## config.mk

```make
export PLATFORM = sky130hd
export DESIGN_NAME = usb_frame_scheduler
export DESIGN_NICKNAME = d
export VERILOG_FILES = /design/src/rtl/usb_sched_pkg.sv /design/src/rtl/usb_rr_arbiter.sv /design/src/rtl/usb_frame_scheduler.sv
export SDC_FILE = /design/constraint.sdc
export NUM_CORES = 1
export LEC_CHECK = 0
export CAP_MARGIN = 25
export CELL_PAD_IN_SITES_DETAIL_PLACEMENT = 0
export CELL_PAD_IN_SITES_GLOBAL_PLACEMENT = 2
export CORE_ASPECT_RATIO = 1.2
export CORE_MARGIN = 2
export CORE_UTILIZATION = 30
export DETAILED_ROUTE_END_ITERATION = 7
export GPL_TIMING_DRIVEN = 0
export PLACE_DENSITY_LB_ADDON = 0.1
export RECOVER_POWER = 50
export SLEW_MARGIN = 10
export SYNTH_ARGS = -nofsm -noshare
export SYNTH_HDL_FRONTEND = slang
export SYNTH_SLANG_ARGS = --single-unit
export TNS_END_PERCENT = 50
```

## constraint.sdc

```tcl
create_clock -name i_clk -period 5.8 [get_ports i_clk]
set_clock_uncertainty 0.05 [all_clocks]
set_input_delay 1.74 -clock i_clk [delete_from_list [all_inputs] [get_ports i_clk]]
set_output_delay 1.74 -clock i_clk [all_outputs]
set_load 0.02 [all_outputs]
```

## src/rtl/usb_sched_pkg.sv

```systemverilog
// rtl/usb_sched_pkg.sv - shared constants and state encoding for the USB frame scheduler
//
// Purpose: state encoding for the scheduler FSM, the frame number width and
// the default full-speed frame timing (12 MHz bit clock, 1 ms frame).
// Ports: none (package).
package usb_sched_pkg;

  typedef logic [2:0] state_t;

  localparam state_t ST_IDLE = 3'd0;
  localparam state_t ST_SOF  = 3'd1;
  localparam state_t ST_ARB  = 3'd2;
  localparam state_t ST_BUSY = 3'd3;
  localparam state_t ST_EOF  = 3'd4;

  localparam int FRAME_NUM_W    = 11;
  localparam int DEF_FRAME_BITS = 12000;
  localparam int DEF_EOF_GUARD  = 42;

endpackage

```

## src/rtl/usb_rr_arbiter.sv

```systemverilog
// rtl/usb_rr_arbiter.sv - combinational round-robin pick among eligible requesters
//
// Purpose: selects the first eligible requester at or after i_rr_ptr,
// wrapping around to index 0.
// Ports:
//   i_eligible  NUM_REQ  requesters allowed to start a transaction now
//   i_rr_ptr    PTR_W    index with highest priority this round
//   o_grant     NUM_REQ  one-hot selection (all zero when nothing eligible)
//   o_valid     1        a requester was selected
module usb_rr_arbiter #(
  parameter int NUM_REQ = 4,
  parameter int PTR_W   = (NUM_REQ > 1) ? $clog2(NUM_REQ) : 1
) (
  input  logic [NUM_REQ-1:0] i_eligible,
  input  logic [PTR_W-1:0]   i_rr_ptr,
  output logic [NUM_REQ-1:0] o_grant,
  output logic               o_valid
);

  // Two passes: first the indices from the pointer upward, then the ones
  // below it. The first hit wins, so the grant stays one-hot.
  always_comb begin
    o_grant = '0;
    o_valid = 1'b0;
    for (int i = 0; i < NUM_REQ; i++) begin
      if (!o_valid && i_eligible[i] && (i >= int'(i_rr_ptr))) begin
        o_grant[i] = 1'b1;
        o_valid    = 1'b1;
      end
    end
    for (int i = 0; i < NUM_REQ; i++) begin
      if (!o_valid && i_eligible[i] && (i < int'(i_rr_ptr))) begin
        o_grant[i] = 1'b1;
        o_valid    = 1'b1;
      end
    end
  end

endmodule

```

## src/rtl/usb_frame_scheduler.sv

```systemverilog
// rtl/usb_frame_scheduler.sv - full-speed USB host frame timer, SOF sequencer and bus arbiter
//
// Purpose: runs the frame timer in bit-time clocks, asks the packet engine
// for an SOF at every frame start and hands the bus round-robin to
// requesters whose worst-case length fits before the end-of-frame guard.
// Ports:
//   i_clk        1                bit-rate clock
//   i_reset      1                synchronous active-high reset
//   i_enable     1                scheduler run enable
//   i_req        NUM_REQ          level request per requester
//   i_req_bits   NUM_REQ*LEN_W    worst-case length of requester i at [i*LEN_W +: LEN_W]
//   i_txn_done   1                engine pulse: SOF or transaction finished
//   o_sof_req    1                engine must send SOF carrying o_frame_num
//   o_gnt        NUM_REQ          one-hot bus grant, held until i_txn_done
//   o_frame_num  11               current frame number
//   o_overrun    1                pulse: frame boundary hit while bus occupied
module usb_frame_scheduler #(
  parameter int NUM_REQ    = 4,
  parameter int FRAME_BITS = usb_sched_pkg::DEF_FRAME_BITS,
  parameter int EOF_GUARD  = usb_sched_pkg::DEF_EOF_GUARD,
  parameter int LEN_W      = 16
) (
  input  logic                                  i_clk,
  input  logic                                  i_reset,
  input  logic                                  i_enable,
  input  logic [NUM_REQ-1:0]                    i_req,
  input  logic [NUM_REQ*LEN_W-1:0]              i_req_bits,
  input  logic                                  i_txn_done,
  output logic                                  o_sof_req,
  output logic [NUM_REQ-1:0]                    o_gnt,
  output logic [usb_sched_pkg::FRAME_NUM_W-1:0] o_frame_num,
  output logic                                  o_overrun
);

  import usb_sched_pkg::*;

  localparam int PTR_W = (NUM_REQ > 1) ? $clog2(NUM_REQ) : 1;
  localparam int CNT_W = $clog2(FRAME_BITS);

  localparam logic [CNT_W-1:0] CNT_LAST = CNT_W'(FRAME_BITS - 1);
  localparam logic [LEN_W:0]   REM_MAX  = (LEN_W + 1)'(FRAME_BITS - 1);
  localparam logic [LEN_W:0]   GUARD    = (LEN_W + 1)'(EOF_GUARD);

  state_t                   r_state;
  state_t                   w_next_state;
  logic [CNT_W-1:0]         r_frame_cnt;
  logic [FRAME_NUM_W-1:0]   r_frame_num;
  logic [PTR_W-1:0]         r_rr_ptr;
  logic                     r_sof_pending;
  logic                     r_sof_req;
  logic [NUM_REQ-1:0]       r_gnt;
  logic                     r_overrun;

  logic                     w_wrap;
  logic                     w_occupied;
  logic [LEN_W:0]           w_remaining;
  logic [LEN_W:0]           w_room;
  logic                     w_has_room;
  logic [NUM_REQ-1:0]       w_eligible;
  logic [NUM_REQ-1:0]       w_arb_grant;
  logic                     w_arb_valid;
  logic [PTR_W-1:0]         w_ptr_nxt;
  logic                     w_sof_req_nxt;
  logic [NUM_REQ-1:0]       w_gnt_nxt;
  logic                     w_overrun_nxt;

  assign w_wrap      = (r_state != ST_IDLE) && (r_frame_cnt == CNT_LAST);
  assign w_occupied  = (r_state == ST_SOF) || (r_state == ST_BUSY);
  assign w_remaining = REM_MAX - (LEN_W + 1)'(r_frame_cnt);
  assign w_has_room  = (w_remaining >= GUARD);
  assign w_room      = w_remaining - GUARD;

  always_comb begin
    w_eligible = '0;
    for (int i = 0; i < NUM_REQ; i++) begin
      w_eligible[i] = i_req[i] && w_has_room &&
                      ({1'b0, i_req_bits[i*LEN_W +: LEN_W]} <= w_room);
    end
  end

  usb_rr_arbiter #(
    .NUM_REQ (NUM_REQ),
    .PTR_W   (PTR_W)
  ) u_arb (
    .i_eligible (w_eligible),
    .i_rr_ptr   (r_rr_ptr),
    .o_grant    (w_arb_grant),
    .o_valid    (w_arb_valid)
  );

  // Next pointer sits just past the winner so it loses priority next round.
  always_comb begin
    w_ptr_nxt = r_rr_ptr;
    for (int i = 0; i < NUM_REQ; i++) begin
      if (w_arb_grant[i]) begin
        w_ptr_nxt = (i == NUM_REQ - 1) ? '0 : PTR_W'(i + 1);
      end
    end
  end

  // State register
  always_ff @(posedge i_clk) begin
    if (i_reset) begin
      r_state <= ST_IDLE;
    end else begin
      r_state <= w_next_state;
    end
  end

  // Next-state logic. An in-flight SOF or transaction always runs to
  // i_txn_done; disable and frame wrap only act once the bus is free.
  always_comb begin
    w_next_state = r_state;
    case (r_state)
      ST_IDLE: begin
        if (i_enable) w_next_state = ST_SOF;
      end
      ST_SOF, ST_BUSY: begin
        if (i_txn_done) begin
          if (!i_enable)                   w_next_state = ST_IDLE;
          else if (r_sof_pending || w_wrap) w_next_state = ST_SOF;
          else                             w_next_state = ST_ARB;
        end
      end
      ST_ARB: begin
        if (!i_enable)                w_next_state = ST_IDLE;
        else if (w_wrap)              w_next_state = ST_SOF;
        else if (w_arb_valid)         w_next_state = ST_BUSY;
        else if (!w_has_room)         w_next_state = ST_EOF;
      end
      ST_EOF: begin
        if (!i_enable)   w_next_state = ST_IDLE;
        else if (w_wrap) w_next_state = ST_SOF;
      end
      default: w_next_state = ST_IDLE;
    endcase
  end

  // Output logic: next values of the registered outputs.
  always_comb begin
    w_sof_req_nxt = (w_next_state == ST_SOF);
    w_gnt_nxt     = '0;
    if (r_state == ST_BUSY && w_next_state == ST_BUSY) begin
      w_gnt_nxt = r_gnt;
    end else if (r_state == ST_ARB && w_next_state == ST_BUSY) begin
      w_gnt_nxt = w_arb_grant;
    end
    // A boundary that lands on the very edge the bus frees up is not late.
    w_overrun_nxt = w_wrap && w_occupied && !i_txn_done;
  end

  always_ff @(posedge i_clk) begin
    if (i_reset) begin
      r_frame_cnt   <= '0;
      r_frame_num   <= '0;
      r_rr_ptr      <= '0;
      r_sof_pending <= 1'b0;
      r_sof_req     <= 1'b0;
      r_gnt         <= '0;
      r_overrun     <= 1'b0;
    end else begin
      r_sof_req <= w_sof_req_nxt;
      r_gnt     <= w_gnt_nxt;
      r_overrun <= w_overrun_nxt;

      if (r_state == ST_IDLE || w_next_state == ST_IDLE || w_wrap) begin
        r_frame_cnt <= '0;
      end else begin
        r_frame_cnt <= r_frame_cnt + CNT_W'(1);
      end

      if (r_state == ST_SOF && i_txn_done) begin
        r_frame_num <= r_frame_num + FRAME_NUM_W'(1);
      end

      if (r_state == ST_ARB && w_next_state == ST_BUSY) begin
        r_rr_ptr <= w_ptr_nxt;
      end

      if (w_next_state == ST_IDLE || (w_occupied && i_txn_done)) begin
        r_sof_pending <= 1'b0;
      end else if (w_overrun_nxt) begin
        r_sof_pending <= 1'b1;
      end
    end
  end

  assign o_sof_req   = r_sof_req;
  assign o_gnt       = r_gnt;
  assign o_frame_num = r_frame_num;
  assign o_overrun   = r_overrun;

endmodule

```

==> impl_metrics.tcl <==
set metrics [dict create \
    status "finished, final reports clean" \
    worstMarginPinSlew_ns 0.823 \
    grt_start_max_net_pins 11 \
    drc_errors 0 \
    antenna_found_initial 0 \
    diodes 0 \
    crit_path_top_delay_cell "dfxtp_1" \
    p_int_uw 509 \
    synth-async-reset-ratio 0 \
    core_um2 14200 \
    yosysUniqueCellTypes 81 \
    cts_htree_levels 2 \
    syn_area_um2 4310 \
    vias_per_cell 5.21 \
    finalCritPeriodShare 0.908 \
    clock-root-buffer "clkbuf_16" \
    clk_pin_slew_ns 0.05 \
    use_met1 0.210 \
    crit_required_ns 5.98 \
    cp_max_fo 10 \
    swShare 0.251 \
    crit_top_cell "ha_1" \
    cts_tree "yes" \
    fp.dieH_um 135 \
    p_leak_nw 2.21 \
    synth-edff-count 0 \
    syn2layout_area_growth_pct 28.9 \
    power_frac_clock 0.397 \
    pin_count 89 \
    synth-simple-area-share 0.252 \
    synth_area_per_cell_um2 7.94 \
    clk_latency_ns 0.28 \
    drt_iter0_drc 189 \
    grt_use_met2 0.315 \
    initial_core_util 0.303 \
    io_buffers 88 \
    post_drt_wl_per_cell_um 16.5 \
    finalWorstSetupSlack_ns 0.534 \
    timing.fmax_ghz 0.190 \
    synth-seq-area-share 0.172 \
    cp_cell_sequence "ha_1 > buf_4 > nand3b_1 > a221oi_4 > o221a_2 > nand2_1 > xnor2_1 > ha_1 > and4_1 > nor3b_1 > a221oi_1 > o21ai_0 > a21oi_2 > o21bai_1 > nand2_2 > or2_1 > buf_2 > o31ai_1 > and3_1" \
    clock_path_buffers 2 \
    pre_cts_ws_ns 0.454 \
    power_frac_seq 0.382 \
    synth_cells 543 \
    hpwl_um 11000 \
    switching_power_uw 170 \
    yosys_warnings 0 \
    overflow 0 \
    grt_pass1_vias 4219 \
    synthXorXnorAreaFrac 0.0711 \
    gr-usage-all-layers 0.174 \
    worstSetupStartpointType "register" \
    hold_violations 0 \
    total_power_uw 679 \
    muxShareOfSynthArea 0.00465 \
    place_congestion 0.782 \
    die_area_um2 15300 \
    vias 4242 \
    busiest_layer "met2" \
    crit_type "register to register" \
    numCtsBuffers 5 \
    crit_arrival_ns 5.44 \
    syn_nets 686 \
    maxSlewHeadroom 0.447 \
    cts_resized 0 \
    synth_compound_area_frac 0.240 \
    drtPass1Iterations 4 \
    finalWirelength_um 13400 \
    ant_nets 0 \
    max_stage_delay_ns 0.53 \
    final_nets 782 \
    hp-class "register to register" \
    finalSetupTns_ns 0 \
    die_w_um 113 \
    whs_ns 0.402 \
    cts.sinks 37 \
    powerDensity_nw_per_um2 122 \
    rsz0062_at_grt "false" \
    use_met3 0.0192 \
    final_common_cell "ha_1" \
    end_kind "register" \
    grt_pass1_wl_um 21200 \
    synthFlopType "dfxtp_1" \
    synth_adder_area_share 0.213 \
    rows 48 \
    synth_top_family_by_area "simple AND/OR/NAND/NOR gates" \
    final-setup-viol-count 0 \
    power_frac_comb 0.221 \
    holdBufCountCts 0 \
    synth_seq_cells 37 \
    drive_gt1_frac 0.0642 \
    period_needed_ns 5.27 \
    peakVddDrop_v 0.000148 \
    final_cell_mix "ha_1 (71), clkdlybuf4s50_1 (69), nor2_1 (63)" \
    drv_cap 0 \
    slew_viol_final 0 \
    cts_setup_buffers 0 \
]
==> layout make-up <==
cell class	count	area [um^2]
fillers	1533	8680
multi-input cells	461	3370
repair buffers	89	886
flip-flops and latches	37	741
well taps	175	219
clock buffers	7	143
inverters	28	105
plain buffers	17	97.6
==> registers in the layout, indices dropped and copies added, names as in the netlist <==
| register | count |
|---|---|
| o_gnt | 4 |
| r_state | 3 |
| r_sof_pending | 1 |
| o_overrun | 1 |
| o_sof_req | 1 |
| o_frame_num | 11 |
| r_frame_cnt | 14 |
| r_rr_ptr | 2 |
==> routing by layer <==
metal / up-vias / part of all wire
met1: 1934 / 0.44
met2: 98 / 0.49
met4: 0 / 0.030
met5: - / 0
li1: 2192 / -
met3: 18 / 0.040
==> power groups by stage <==
stage	combinational, mW	clock [mW]	sequential, mW
floorplan	0.0733	0	0.266
detailed placement	0.151	0	0.265
global placement	0.150	0	0.265
CTS	0.152	0.280	0.259
global route	0.167	0.286	0.259
finish	0.150	0.270	0.259
==> stage by stage <==
stage | util | instance area (um^2) | std cells
global placement | 0.380 | 5410 | 806
floorplan | - | 4310 | 543
global route | 0.390 | 5560 | 814
detailed placement | 0.380 | 5410 | 807
finish | 0.390 | 5560 | 814
CTS | 0.390 | 5560 | 814
==> path summary, 6_finish.rpt <==
check / slack, ns / endpoint / start / cells after the start
max reg2reg: 0.53 / o_sof_req / r_frame_cnt[5] / 19
min reg2reg: 0.40 / o_gnt[3] / o_gnt[3] / 2
min: 0.40 / o_gnt[3] / o_gnt[3] / 2
max: 0.53 / o_sof_req / r_frame_cnt[5] / 19
==> kinds of logic (layout without fill, tap and decap cells) <==
| logic type | after synthesis | count (layout) |
|---|---|---|
| AOI/OAI and AO/OA | 141 | 141 |
| xor gates and xnor gates | 35 | 35 |
| adders and majority gates | 74 | 74 |
| buffers and inverters | 45 | 141 |
| DFF | 37 | 37 |
| muxes | 2 | 2 |
| and+or+nand+nor | 209 | 209 |
==> synthesized netlist by cell type (9+ instances only) <==
cell,instances,area (um^2)
nand3_1,17,85.1
inv_1,28,105
xnor2_1,22,193
nand2b_1,10,62.6
dfxtp_1,37,741
o21ai_0,19,95.1
xor2_1,13,114
nor2_1,63,236
ha_1,71,888
nand4_1,13,81.3
nand2_1,39,146
nor3_1,9,45.0
nor2b_1,9,56.3
a21oi_1,31,155
==> worst max-delay path: cells and delay by family (launching register included) <==
family / cells / cell delay, ns
buf+inv: 2 / 0.33
compound gates: 7 / 2.00
fa+ha+maj: 2 / 0.48
flops: 1 / 0.53
xor+xnor: 1 / 0.40
simple gates: 7 / 1.42
No activity file was read; power rests on OpenSTA's default activity.
